**src/rtl/sna_response_transmitter_if.sv**
```systemverilog
// Bundles the tag-push, AXI4-Lite response, VC flow-control and NoC flit
// signals of sna_response_transmitter.
interface sna_response_transmitter_if;
  logic        wr_tag_push;
  logic [3:0]  wr_tag;
  logic        rd_tag_push;
  logic [3:0]  rd_tag;
  logic [1:0]  bresp;
  logic        bvalid;
  logic        bready;
  logic [31:0] rdata;
  logic [1:0]  rresp;
  logic        rvalid;
  logic        rready;
  logic [7:0]  is_on_off;
  logic [7:0]  is_allocatable;
  logic [31:0] flit_data;
  logic        flit_valid;
  logic        flit_head;
  logic        flit_tail;
  logic        tag_overflow;

  modport slave (
    input  wr_tag_push, wr_tag, rd_tag_push, rd_tag,
    input  bresp, bvalid, rdata, rresp, rvalid,
    input  is_on_off, is_allocatable,
    output bready, rready,
    output flit_data, flit_valid, flit_head, flit_tail, tag_overflow
  );

  modport master (
    output wr_tag_push, wr_tag, rd_tag_push, rd_tag,
    output bresp, bvalid, rdata, rresp, rvalid,
    output is_on_off, is_allocatable,
    input  bready, rready,
    input  flit_data, flit_valid, flit_head, flit_tail, tag_overflow
  );
endinterface

```
**src/rtl/sna_response_transmitter.sv**
```systemverilog
// Turns AXI4-Lite write/read responses into NoC response packets addressed by
// queued source tags. Define SNA_RESP_CODE_EN to carry bresp/rresp in the header.
module sna_response_transmitter #(
  parameter int TAG_DEPTH = 4
) (
  input logic                       clock,
  input logic                       reset,
  sna_response_transmitter_if.slave bus
);

  localparam int PTR_W = (TAG_DEPTH > 1) ? $clog2(TAG_DEPTH) : 1;
  localparam int CNT_W = PTR_W + 1;

  typedef enum logic [1:0] {IDLE, WHEAD, RHEAD, RDATA} state_t;

  state_t          state_reg, state_next;
  logic [1:0]      push, pop, empty, full, drop;
  logic [1:0][3:0] push_tag, head_tag;
  logic            wr_cand, rd_cand, in_idle;
  logic            grant_wr, grant_rd;
  logic            rr_wr_first_reg;
  logic            overflow_reg;
  logic            vc_open, vc_alloc, head_ok;
  logic [3:0]      tag_reg;
  logic [31:0]     data_reg;
  logic [1:0]      resp_field;
  logic [31:0]     header;
  logic [31:0]     flit_data_reg, flit_data_next;
  logic            flit_valid_reg, flit_valid_next;
  logic            flit_head_reg, flit_head_next;
  logic            flit_tail_reg, flit_tail_next;

  // Index 0 is the write-tag FIFO, index 1 the read-tag FIFO.
  assign push        = {bus.rd_tag_push, bus.wr_tag_push};
  assign push_tag[0] = bus.wr_tag;
  assign push_tag[1] = bus.rd_tag;

  generate
    for (genvar gi = 0; gi < 2; gi++) begin : g_fifo
      logic [3:0]       mem [TAG_DEPTH];
      logic [PTR_W-1:0] wr_ptr_reg, rd_ptr_reg;
      logic [CNT_W-1:0] count_reg;
      logic             do_push;

      assign full[gi]     = (count_reg == CNT_W'(TAG_DEPTH));
      assign empty[gi]    = (count_reg == '0);
      // A simultaneous pop frees the slot, so a push on full is only lost without one.
      assign do_push      = push[gi] & (~full[gi] | pop[gi]);
      assign drop[gi]     = push[gi] & full[gi] & ~pop[gi];
      assign head_tag[gi] = mem[rd_ptr_reg];

      always_ff @(posedge clock) begin
        if (do_push) mem[wr_ptr_reg] <= push_tag[gi];
      end

      always_ff @(posedge clock) begin
        if (reset) begin
          wr_ptr_reg <= '0;
          rd_ptr_reg <= '0;
          count_reg  <= '0;
        end else begin
          if (do_push) wr_ptr_reg <= wr_ptr_reg + 1'b1;
          if (pop[gi]) rd_ptr_reg <= rd_ptr_reg + 1'b1;
          case ({do_push, pop[gi]})
            2'b10:   count_reg <= count_reg + 1'b1;
            2'b01:   count_reg <= count_reg - 1'b1;
            default: count_reg <= count_reg;
          endcase
        end
      end
    end
  endgenerate

  assign wr_cand  = bus.bvalid & ~empty[0];
  assign rd_cand  = bus.rvalid & ~empty[1];
  assign in_idle  = (state_reg == IDLE) & ~reset;
  assign grant_wr = in_idle & wr_cand & (~rd_cand | rr_wr_first_reg);
  assign grant_rd = in_idle & rd_cand & (~wr_cand | ~rr_wr_first_reg);
  assign pop      = {grant_rd, grant_wr};

  assign bus.bready = grant_wr;
  assign bus.rready = grant_rd;

  assign vc_open  = bus.is_on_off[0];
  assign vc_alloc = bus.is_allocatable[0];
  assign head_ok  = vc_open & vc_alloc;

  // Priority only flips on contested grants, so an uncontested grant keeps the turn order.
  always_ff @(posedge clock) begin
    if (reset) begin
      rr_wr_first_reg <= 1'b1;
      overflow_reg    <= 1'b0;
    end else begin
      if (grant_wr & rd_cand)      rr_wr_first_reg <= 1'b0;
      else if (grant_rd & wr_cand) rr_wr_first_reg <= 1'b1;
      if (|drop) overflow_reg <= 1'b1;
    end
  end

  always_ff @(posedge clock) begin
    if (grant_wr) tag_reg <= head_tag[0];
    else if (grant_rd) tag_reg <= head_tag[1];
    if (grant_rd) data_reg <= bus.rdata;
  end

`ifdef SNA_RESP_CODE_EN
  logic [1:0] resp_reg;

  always_ff @(posedge clock) begin
    if (grant_wr) resp_reg <= bus.bresp;
    else if (grant_rd) resp_reg <= bus.rresp;
  end

  assign resp_field = resp_reg;
`else
  assign resp_field = 2'b00;
`endif

  assign header = {tag_reg, (state_reg == RHEAD), resp_field, 25'd0};

  always_ff @(posedge clock) begin
    if (reset) state_reg <= IDLE;
    else       state_reg <= state_next;
  end

  always_comb begin
    state_next = state_reg;
    case (state_reg)
      IDLE: begin
        if (grant_wr)      state_next = WHEAD;
        else if (grant_rd) state_next = RHEAD;
      end
      WHEAD:   if (head_ok) state_next = IDLE;
      RHEAD:   if (head_ok) state_next = RDATA;
      RDATA:   if (vc_open) state_next = IDLE;
      default: state_next = IDLE;
    endcase
  end

  always_comb begin
    flit_valid_next = 1'b0;
    flit_head_next  = 1'b0;
    flit_tail_next  = 1'b0;
    flit_data_next  = '0;
    case (state_reg)
      WHEAD: begin
        if (head_ok) begin
          flit_valid_next = 1'b1;
          flit_head_next  = 1'b1;
          flit_tail_next  = 1'b1;
          flit_data_next  = header;
        end
      end
      RHEAD: begin
        if (head_ok) begin
          flit_valid_next = 1'b1;
          flit_head_next  = 1'b1;
          flit_data_next  = header;
        end
      end
      RDATA: begin
        if (vc_open) begin
          flit_valid_next = 1'b1;
          flit_tail_next  = 1'b1;
          flit_data_next  = data_reg;
        end
      end
      default: ;
    endcase
  end

  always_ff @(posedge clock) begin
    if (reset) begin
      flit_valid_reg <= 1'b0;
      flit_head_reg  <= 1'b0;
      flit_tail_reg  <= 1'b0;
      flit_data_reg  <= '0;
    end else begin
      flit_valid_reg <= flit_valid_next;
      flit_head_reg  <= flit_head_next;
      flit_tail_reg  <= flit_tail_next;
      flit_data_reg  <= flit_data_next;
    end
  end

  assign bus.flit_valid   = flit_valid_reg;
  assign bus.flit_head    = flit_head_reg;
  assign bus.flit_tail    = flit_tail_reg;
  assign bus.flit_data    = flit_data_reg;
  assign bus.tag_overflow = overflow_reg;

endmodule

```
**src/flat_wrapper.sv**
```systemverilog
// flat-port wrapper written by rule: the top's interface ports become plain ports
module sna_response_transmitter_flat 
#(
  parameter int TAG_DEPTH = 4
)
  (clock, reset, bus_wr_tag_push, bus_wr_tag, bus_rd_tag_push, bus_rd_tag, bus_bresp, bus_bvalid, bus_rdata, bus_rresp, bus_rvalid, bus_is_on_off, bus_is_allocatable, bus_bready, bus_rready, bus_flit_data, bus_flit_valid, bus_flit_head, bus_flit_tail, bus_tag_overflow);
  sna_response_transmitter_if bus_i ();
  input logic clock;
  input logic reset;
  input wire logic [$bits(bus_i.wr_tag_push)-1:0] bus_wr_tag_push;
  input wire logic [$bits(bus_i.wr_tag)-1:0] bus_wr_tag;
  input wire logic [$bits(bus_i.rd_tag_push)-1:0] bus_rd_tag_push;
  input wire logic [$bits(bus_i.rd_tag)-1:0] bus_rd_tag;
  input wire logic [$bits(bus_i.bresp)-1:0] bus_bresp;
  input wire logic [$bits(bus_i.bvalid)-1:0] bus_bvalid;
  input wire logic [$bits(bus_i.rdata)-1:0] bus_rdata;
  input wire logic [$bits(bus_i.rresp)-1:0] bus_rresp;
  input wire logic [$bits(bus_i.rvalid)-1:0] bus_rvalid;
  input wire logic [$bits(bus_i.is_on_off)-1:0] bus_is_on_off;
  input wire logic [$bits(bus_i.is_allocatable)-1:0] bus_is_allocatable;
  output wire logic [$bits(bus_i.bready)-1:0] bus_bready;
  output wire logic [$bits(bus_i.rready)-1:0] bus_rready;
  output wire logic [$bits(bus_i.flit_data)-1:0] bus_flit_data;
  output wire logic [$bits(bus_i.flit_valid)-1:0] bus_flit_valid;
  output wire logic [$bits(bus_i.flit_head)-1:0] bus_flit_head;
  output wire logic [$bits(bus_i.flit_tail)-1:0] bus_flit_tail;
  output wire logic [$bits(bus_i.tag_overflow)-1:0] bus_tag_overflow;
  assign bus_i.wr_tag_push = bus_wr_tag_push;
  assign bus_i.wr_tag = bus_wr_tag;
  assign bus_i.rd_tag_push = bus_rd_tag_push;
  assign bus_i.rd_tag = bus_rd_tag;
  assign bus_i.bresp = bus_bresp;
  assign bus_i.bvalid = bus_bvalid;
  assign bus_i.rdata = bus_rdata;
  assign bus_i.rresp = bus_rresp;
  assign bus_i.rvalid = bus_rvalid;
  assign bus_i.is_on_off = bus_is_on_off;
  assign bus_i.is_allocatable = bus_is_allocatable;
  assign bus_bready = bus_i.bready;
  assign bus_rready = bus_i.rready;
  assign bus_flit_data = bus_i.flit_data;
  assign bus_flit_valid = bus_i.flit_valid;
  assign bus_flit_head = bus_i.flit_head;
  assign bus_flit_tail = bus_i.flit_tail;
  assign bus_tag_overflow = bus_i.tag_overflow;
  sna_response_transmitter #(.TAG_DEPTH(TAG_DEPTH)) u_core (.clock(clock), .reset(reset), .bus(bus_i));
endmodule
```
**config.mk**
```make
export PLATFORM = sky130hd
export DESIGN_NAME = sna_response_transmitter_flat
export DESIGN_NICKNAME = d
export VERILOG_FILES = /design/src/rtl/sna_response_transmitter_if.sv /design/src/rtl/sna_response_transmitter.sv /design/src/flat_wrapper.sv
export SDC_FILE = /design/constraint.sdc
export NUM_CORES = 1
export LEC_CHECK = 0
export CAP_MARGIN = 20
export CORE_MARGIN = 1
export CORE_UTILIZATION = 44
export DETAILED_ROUTE_END_ITERATION = 7
export PLACE_DENSITY = 0.71
export SLEW_MARGIN = 20
export SYNTH_ARGS = -nofsm -noshare
export SYNTH_HDL_FRONTEND = slang
export SYNTH_SLANG_ARGS = --single-unit
```
**constraint.sdc**
```tcl
create_clock -name clock -period 3.7 [get_ports clock]
set_input_delay 0.74 -clock clock [delete_from_list [all_inputs] [get_ports clock]]
set_output_delay 0.74 -clock clock [all_outputs]
set_load 0.05 [all_outputs]
```
==> impl_results.md, run 1 <==
- Hold Vio Cnt, Final: 0
- Core area: 0.00991 mm2
- Relative slew margins: 64.4%
- Number of max-cap violations: 0
- Final min period: 2.94 ns
- Critical path data arrival time: 2.20 ns
- Share of cells above drive strength 1: 13.1%
- Clk pin slew, worst setup/hold paths: 0.06 ns
- H-tree Lvls: 4
- RSZ-0062 raised after global routing: false
- Vias in the first global route: 2744
- Top post-synthesis cells by count: 68 x edfxtp_1, 57 x dfxtp_1, 35 x and2_1, 26 x nor2_1, 20 x inv_1
- GR Overflow Total: 0
- Clock root buffer: clkbuf_8
- ANT cells: 0
- Clk Latency, worst-skew pair: 0.52 ns
- Rows: 36
- Async set-or-reset flop fraction in the synthesized netlist: 0%
- Lkg Pwr: 2.26 nW
- CP endpoint kind: output port
- Finished Layout Cells: 559
- Post-synthesis average cell area: 14.6 um2
- Synthesized area: 0.00457 mm2
- Int Power: 2.73 mW
- First drt pass iteration count: 4
- Worst Path Required: 2.96 ns
- Yosys warnings: 0
- Overall Global Routing Usage: 17.4%
- Min-Delay Path Class: reg2reg
- FILL cells: 747
- Kind of critical path: in2out
- Final WS setup: 0.759 ns
- R2r endpoint: u_core.g_fifo[1].count_reg[2]$_SDFFE_PP0P_
- DP Worst Slack: 0.324 ns
- Clk sinks: 125
- Starting Density: 46.1%
- Inserted Clock Buffers: 17
- Total power: 3.73 mW
- Clock skew: 0.00916 ns
- Number of synthesized flops with an enable pin: 68
- CTS resizes: 0
- Final nets: 496
- Final max-slew violation count: 0
- CP max FO: 8
- Vias/cell: 4.75
- R2R setup slack: 0.95 ns
- Setup TNS: 0 ns
- IO Pins: 104
- Hold buffers post-CTS: 0
- Final hold slack: 0.438 ns
- CP Launch Type: input pin
- Multi-input gate area: 0.00127 mm2
- Cell Area, Placed: 0.00560 mm2
- Fin crit share: 79.5%
- Switch share: 26.7%
- Cell taking the most area after synthesis: edfxtp_1
- Register area: 0.00318 mm2
- End of the critical path: bus_bready
- Cell Pwr Density: 603 mW/mm2
- Routed Antenna Nets: 0
- Worst Max-Slew Pin Slew: 0.533 ns
- Most numerous cell in the Yosys netlist: edfxtp_1
- Inst Count DP: 527
- Main area contributors after synthesis: edfxtp_1 45%, dfxtp_1 25%, and2_1 4.8%
- Seq pwr share: 44.1%
- Die span in y: 104 um
- Worst VDD drop: 0.289 mV
- DR WL/cell: 15.0 um
- First-pass GRT wire length: 14100 um
- Comb power frac: 12.8%
- Fmax achieved: 340 MHz
- Die W: 104 um
- Post-detail-place hpwl: 5650 um
- Post-Synthesis Cells: 312
- Post-CTS Setup Bufs: 0
- CTS tree: yes
- Largest net degree at the start of global routing: 33
- Post-layout util: 62.4%
- DRC viols: 0
- Endpoints failing setup: 0
- Max Root-Sink Buffers: 2
- Initial antenna violation count: 0
- Seq cells post-synth: 125
- Area growth from synthesis to layout: 35.3%
- R2R cell count: 12
- Synth unique cells: 40
- Worst Setup SP: reset
- Register area share after synthesis: 69.7%
- Clock share of power: 43.0%
- Port bufs: 85
- Die Area: 0.0108 mm2
- Wirelength, routed: 8360 um
- Gpl congestion: 0.727
- Status: completed
- Worst r2r src: u_core.state_reg[0]$_SDFFE_PP0P_
- DR vias: 2658
- Synth top area share: 44.7%
- Net switching power: 0.996 mW
- Syn Nets: 395
- Main flop type after synthesis: edfxtp_1
- First-iteration detailed-routing DRC count: 118
- Final instance area: 0.00618 mm2
## per-layer routing
layer	part of all wire, %	track usage, %
met4	1.0	5.82
met3	6.7	6.27
met1	44	21.6
met2	49	28.1
met5	0	0
## power by group through the flow
stage / Combinational, mW / Sequential (mW) / Clock [mW]
5_1_grt: 0.537 / 1.66 / 1.70
2_1_floorplan: 0.311 / 1.67 / 0
4_1_cts: 0.486 / 1.65 / 1.63
6_report: 0.479 / 1.64 / 1.60
3_5_place_dp: 0.478 / 1.67 / 0
3_3_place_gp: 0.466 / 1.67 / 0
## critical path, stage by stage
cell	delay, ns
clkdlybuf4s50_1	0.54
nand2b_1	0.24
a211o_1	0.35
inv_1	0.17
buf_12	0.16
## placed cells by master (no fill, tap or decap), drive strengths merged, types with 12 or more instances in the layout
cell type,count
clkdlybuf4s50,83
and2,35
clkbuf,17
ha,15
dfxtp,57
edfxtp,68
nor2,26
inv,31
a21oi,12
## cell families after synthesis
logic type | share of synthesized area (%)
AND/OR/NAND/NOR | 10.1
AO/OA/AOI/OAI | 5.42
multiplexers | 5.86
buffers and inverters | 2.38
flip-flops | 69.7
adder cells (fa/ha/maj) | 4.99
XOR/XNOR | 1.53
## worst min-delay path by stage
stage / startpoint / endpoint / cells past startpoint
after global routing: u_core.data_reg[15]$_DFFE_PP_ / u_core.bus.flit_data[15]$_SDFF_PP0_ / 1
after global placement: u_core.data_reg[24]$_DFFE_PP_ / u_core.bus.flit_data[24]$_SDFF_PP0_ / 1
after floorplan: u_core.data_reg[0]$_DFFE_PP_ / u_core.bus.flit_data[0]$_SDFF_PP0_ / 1
after CTS: u_core.data_reg[13]$_DFFE_PP_ / u_core.bus.flit_data[13]$_SDFF_PP0_ / 1
final: u_core.data_reg[13]$_DFFE_PP_ / u_core.bus.flit_data[13]$_SDFF_PP0_ / 1
after detailed placement: u_core.data_reg[13]$_DFFE_PP_ / u_core.bus.flit_data[13]$_SDFF_PP0_ / 1
## area by class of cell
class	count	area share, %
flip-flops and latches	125	51.5
multi-input cells	160	20.6
repair buffers	89	14.6
clock buffers	17	6.70
clock inverters	15	2.69
well taps	133	2.69
inverters	20	1.21
Note: power is estimated with default switching activity, not from simulation.
==> run 2, diff against run 1 <==
- clock period: 3.7 -> 2.8 ns (I/O delays scaled with it)
==> run 2 against run 1 <==
Worst setup slack worse by 0.54 ns. Clock power is 26% higher. Clock skew hardly changed. Clock-buffer cell count is 1 higher. Non-clock buffer count is 13 higher. Sequential power is 32% higher. Sequential share of layout area is 0.84 points lower. Die area stayed put. Power is 31% higher. First-iteration DRC count is 43% lower. Highest routed layer unchanged.
==> impl_results.md, run 2 (same netlist as run 1, synthesis figures left out) <==
- Post-detail-place hpwl: 5450 um (-3.5%)
- Switch share: 26.4% (-0.38 points)
- CTS tree: yes
- Hold Crit Depth: 1 (unchanged)
- R2R setup slack: 0.27 ns (-0.68 ns)
- Net switching power: 1.29 mW (+29%)
- Most frequent cells in the layout: 83 x clkdlybuf4s50_1, 68 x edfxtp_1, 57 x dfxtp_1
- Slowest cell on the critical path: dfxtp_1
- Seq pwr share: 44.4% (+0.3 points)
- First drt pass iteration count: 6 (+2)
- Worst Max-Slew Pin Slew: 0.537 ns (+0.00444 ns)
- Hold buffers post-CTS: 0 (unchanged)
- Area growth from synthesis to layout: 37.6%
- FILL cells: 735 (-1.6%)
- H-tree Lvls: 4 (unchanged)
- Max Root-Sink Buffers: 2 (unchanged)
- CP top delay family: buffers and inverters
- Gpl congestion: 0.757 (+4.2%)
- Cell Pwr Density: 777 mW/mm2 (+29%)
- ANT cells: 0 (unchanged)
- Die span in y: 104 um (unchanged)
- Inserted Clock Buffers: 17 (unchanged)
- Core area: 0.00991 mm2 (unchanged)
- Largest net degree at the start of global routing: 33 (unchanged)
- Die Area: 0.0108 mm2 (unchanged)
- DRC viols: 0 (unchanged)
- Clk Latency, worst-skew pair: 0.51 ns (about the same)
- Lkg Pwr: 2.29 nW (+1.4%)
- RSZ-0062 raised after global routing: false
- Hold_sp: u_core.data_reg[11]$_DFFE_PP_
- Status: completed
- Rows: 36 (unchanged)
- R2r endpoint: u_core.g_fifo[0].count_reg[2]$_SDFFE_PP0P_
- Endpoints failing setup: 0 (unchanged)
- R2R cell count: 11 (-1)
- Cell Area, Placed: 0.00571 mm2 (+2.0%)
- Wirelength, routed: 8270 um (-1.1%)
- Initial antenna violation count: 0 (unchanged)
- IO Pins: 104 (unchanged)
- CP max FO: 7 (-1)
- Min-Delay Endpoint: u_core.bus.flit_data[11]$_SDFF_PP0_
- Relative slew margins: 64.1% (-0.30 points)
- Clock share of power: 41.2% (-1.8 points)
- Final hold slack: 0.441 ns (+0.00218 ns)
- WP buf/inv: 4 (+1)
- CP Cell Sequence: inv_1 -> ha_2 -> nor2b_2 -> nand3_2 -> clkinvlp_4 -> buf_4 -> buf_4
- Clock skew: 0.00922 ns (+0.0000687 ns)
- Vias/cell: 4.72 (-0.73%)
- Clk pin slew, worst setup/hold paths: 0.06 ns (about the same)
- Worst Setup SP: u_core.state_reg[0]$_SDFFE_PP0P_
- Share of cells above drive strength 1: 17.3% (+4.2 points)
- Worst VDD drop: 0.322 mV (+12%)
- DR vias: 2700 (+1.6%)
- Clk sinks: 125 (unchanged)
- Post-CTS Setup Bufs: 0 (unchanged)
- Worst Path Required: 2.24 ns (-0.72 ns)
- Worst stage delay on the critical path: 0.34 ns (-0.20 ns)
- Kind of critical path: reg2out
- First-pass GRT wire length: 13700 um (-2.9%)
- Starting Density: 46.1% (unchanged)
- Final nets: 509 (+2.6%)
- Cell mode on critical path: buf_4
- Fin crit share: 92.3%
- Worst r2r src: u_core.state_reg[0]$_SDFFE_PP0P_
- Port bufs: 85 (unchanged)
- Number of max-cap violations: 0 (unchanged)
- DR WL/cell: 14.5 um (-3.3%)
- Fmax achieved: 387 MHz
- Clock root buffer: clkbuf_8
- Die W: 104 um (unchanged)
- Final min period: 2.59 ns
- CP endpoint kind: output port
- Min-Delay Path Class: reg2reg
- Comb power frac: 14.3% (+1.5 points)
- Final instance area: 0.00628 mm2 (+1.7%)
- Hold Vio Cnt, Final: 0 (unchanged)
- First-iteration detailed-routing DRC count: 67 (-43%)
- Routed Antenna Nets: 0 (unchanged)
- Setup TNS: 0 ns (unchanged)
- Most common cell after layout, fill and taps aside: clkdlybuf4s50_1
- Int Power: 3.60 mW (+32%)
- Vias in the first global route: 2740 (-0.15%)
- CP Launch Type: register
- Overall Global Routing Usage: 16.9% (-0.43 points)
- Final max-slew violation count: 0 (unchanged)
- GR Overflow Total: 0 (unchanged)
- Critical path data arrival time: 2.03 ns (-0.17 ns)
## run 2: routing by layer
metal | up-vias | part of all wire, % | global-route usage, %
met2 | 80 | 49 | 26.7
met1 | 1282 | 45 | 21.2
met3 | 4 | 4.9 | 5.95
met5 | - | 0 | 0
li1 | 1334 | - | -
met4 | 0 | 0.75 | 6.94
## run 2: power groups by stage
| stage | Combinational (mW) | Clock [mW] | Sequential, mW |
|---|---|---|---|
| global placement | 0.671 | 0 | 2.20 |
| finish | 0.700 | 2.01 | 2.17 |
| global route | 0.782 | 2.14 | 2.19 |
| floorplan | 0.424 | 0 | 2.21 |
| detailed placement | 0.690 | 0 | 2.21 |
| CTS | 0.700 | 2.05 | 2.17 |
## run 2: through the flow
stage                     std cells  utilization (%)  worst slack [ns]  power (mW)
final                           572             63.4             0.215        4.88
after global routing            572             63.4            0.0607        5.11
after CTS                       572             63.3            0.0918        4.93
after detailed placement        540             57.7            -0.180        2.90
after global placement          540             57.7            -0.105        2.87
after floorplan                 312                -           -0.0126        2.64
## run 2: area by class of cell
class | count | area, um2 | share of cell area (%)
Clock buffer | 18 | 439 | 6.99
Clock inverter | 14 | 120 | 1.91
Inverter | 20 | 82.6 | 1.31
Multi-Input combinational cell | 160 | 1310 | 20.8
Sequential cell | 125 | 3180 | 50.7
Tap cell | 133 | 166 | 2.65
Timing Repair Buffer | 102 | 986 | 15.7
## run 2: worst reg2reg max path, cell delays in order, from the launching register on
cell,delay (ns)
dfxtp_1,0.34
inv_1,0.12
ha_2,0.25
nand2b_1,0.11
a211o_4,0.36
clkinvlp_4,0.09
ha_1,0.17
inv_1,0.06
fa_1,0.37
xor2_1,0.15
or3_1,0.31
a21oi_1,0.14
## run 2: worst max path at each step
stage                                                 endpoint  cells after the start  slack (ns)
floorplan           u_core.g_fifo[1].count_reg[2]$_SDFFE_PP0P_                     10       -0.01
global placement    u_core.g_fifo[0].count_reg[2]$_SDFFE_PP0P_                     11       -0.10
detailed placement  u_core.g_fifo[0].count_reg[2]$_SDFFE_PP0P_                     11       -0.18
CTS                                                 bus_rready                      7        0.09
global route                                        bus_rready                      7        0.06
finish                                              bus_rready                      7        0.21
## run 2: timing repair
item	4_1_cts	5_1_grt
resized for setup	0	2
endpoints found under the setup margin	0	3
hold endpoints to repair	0	0
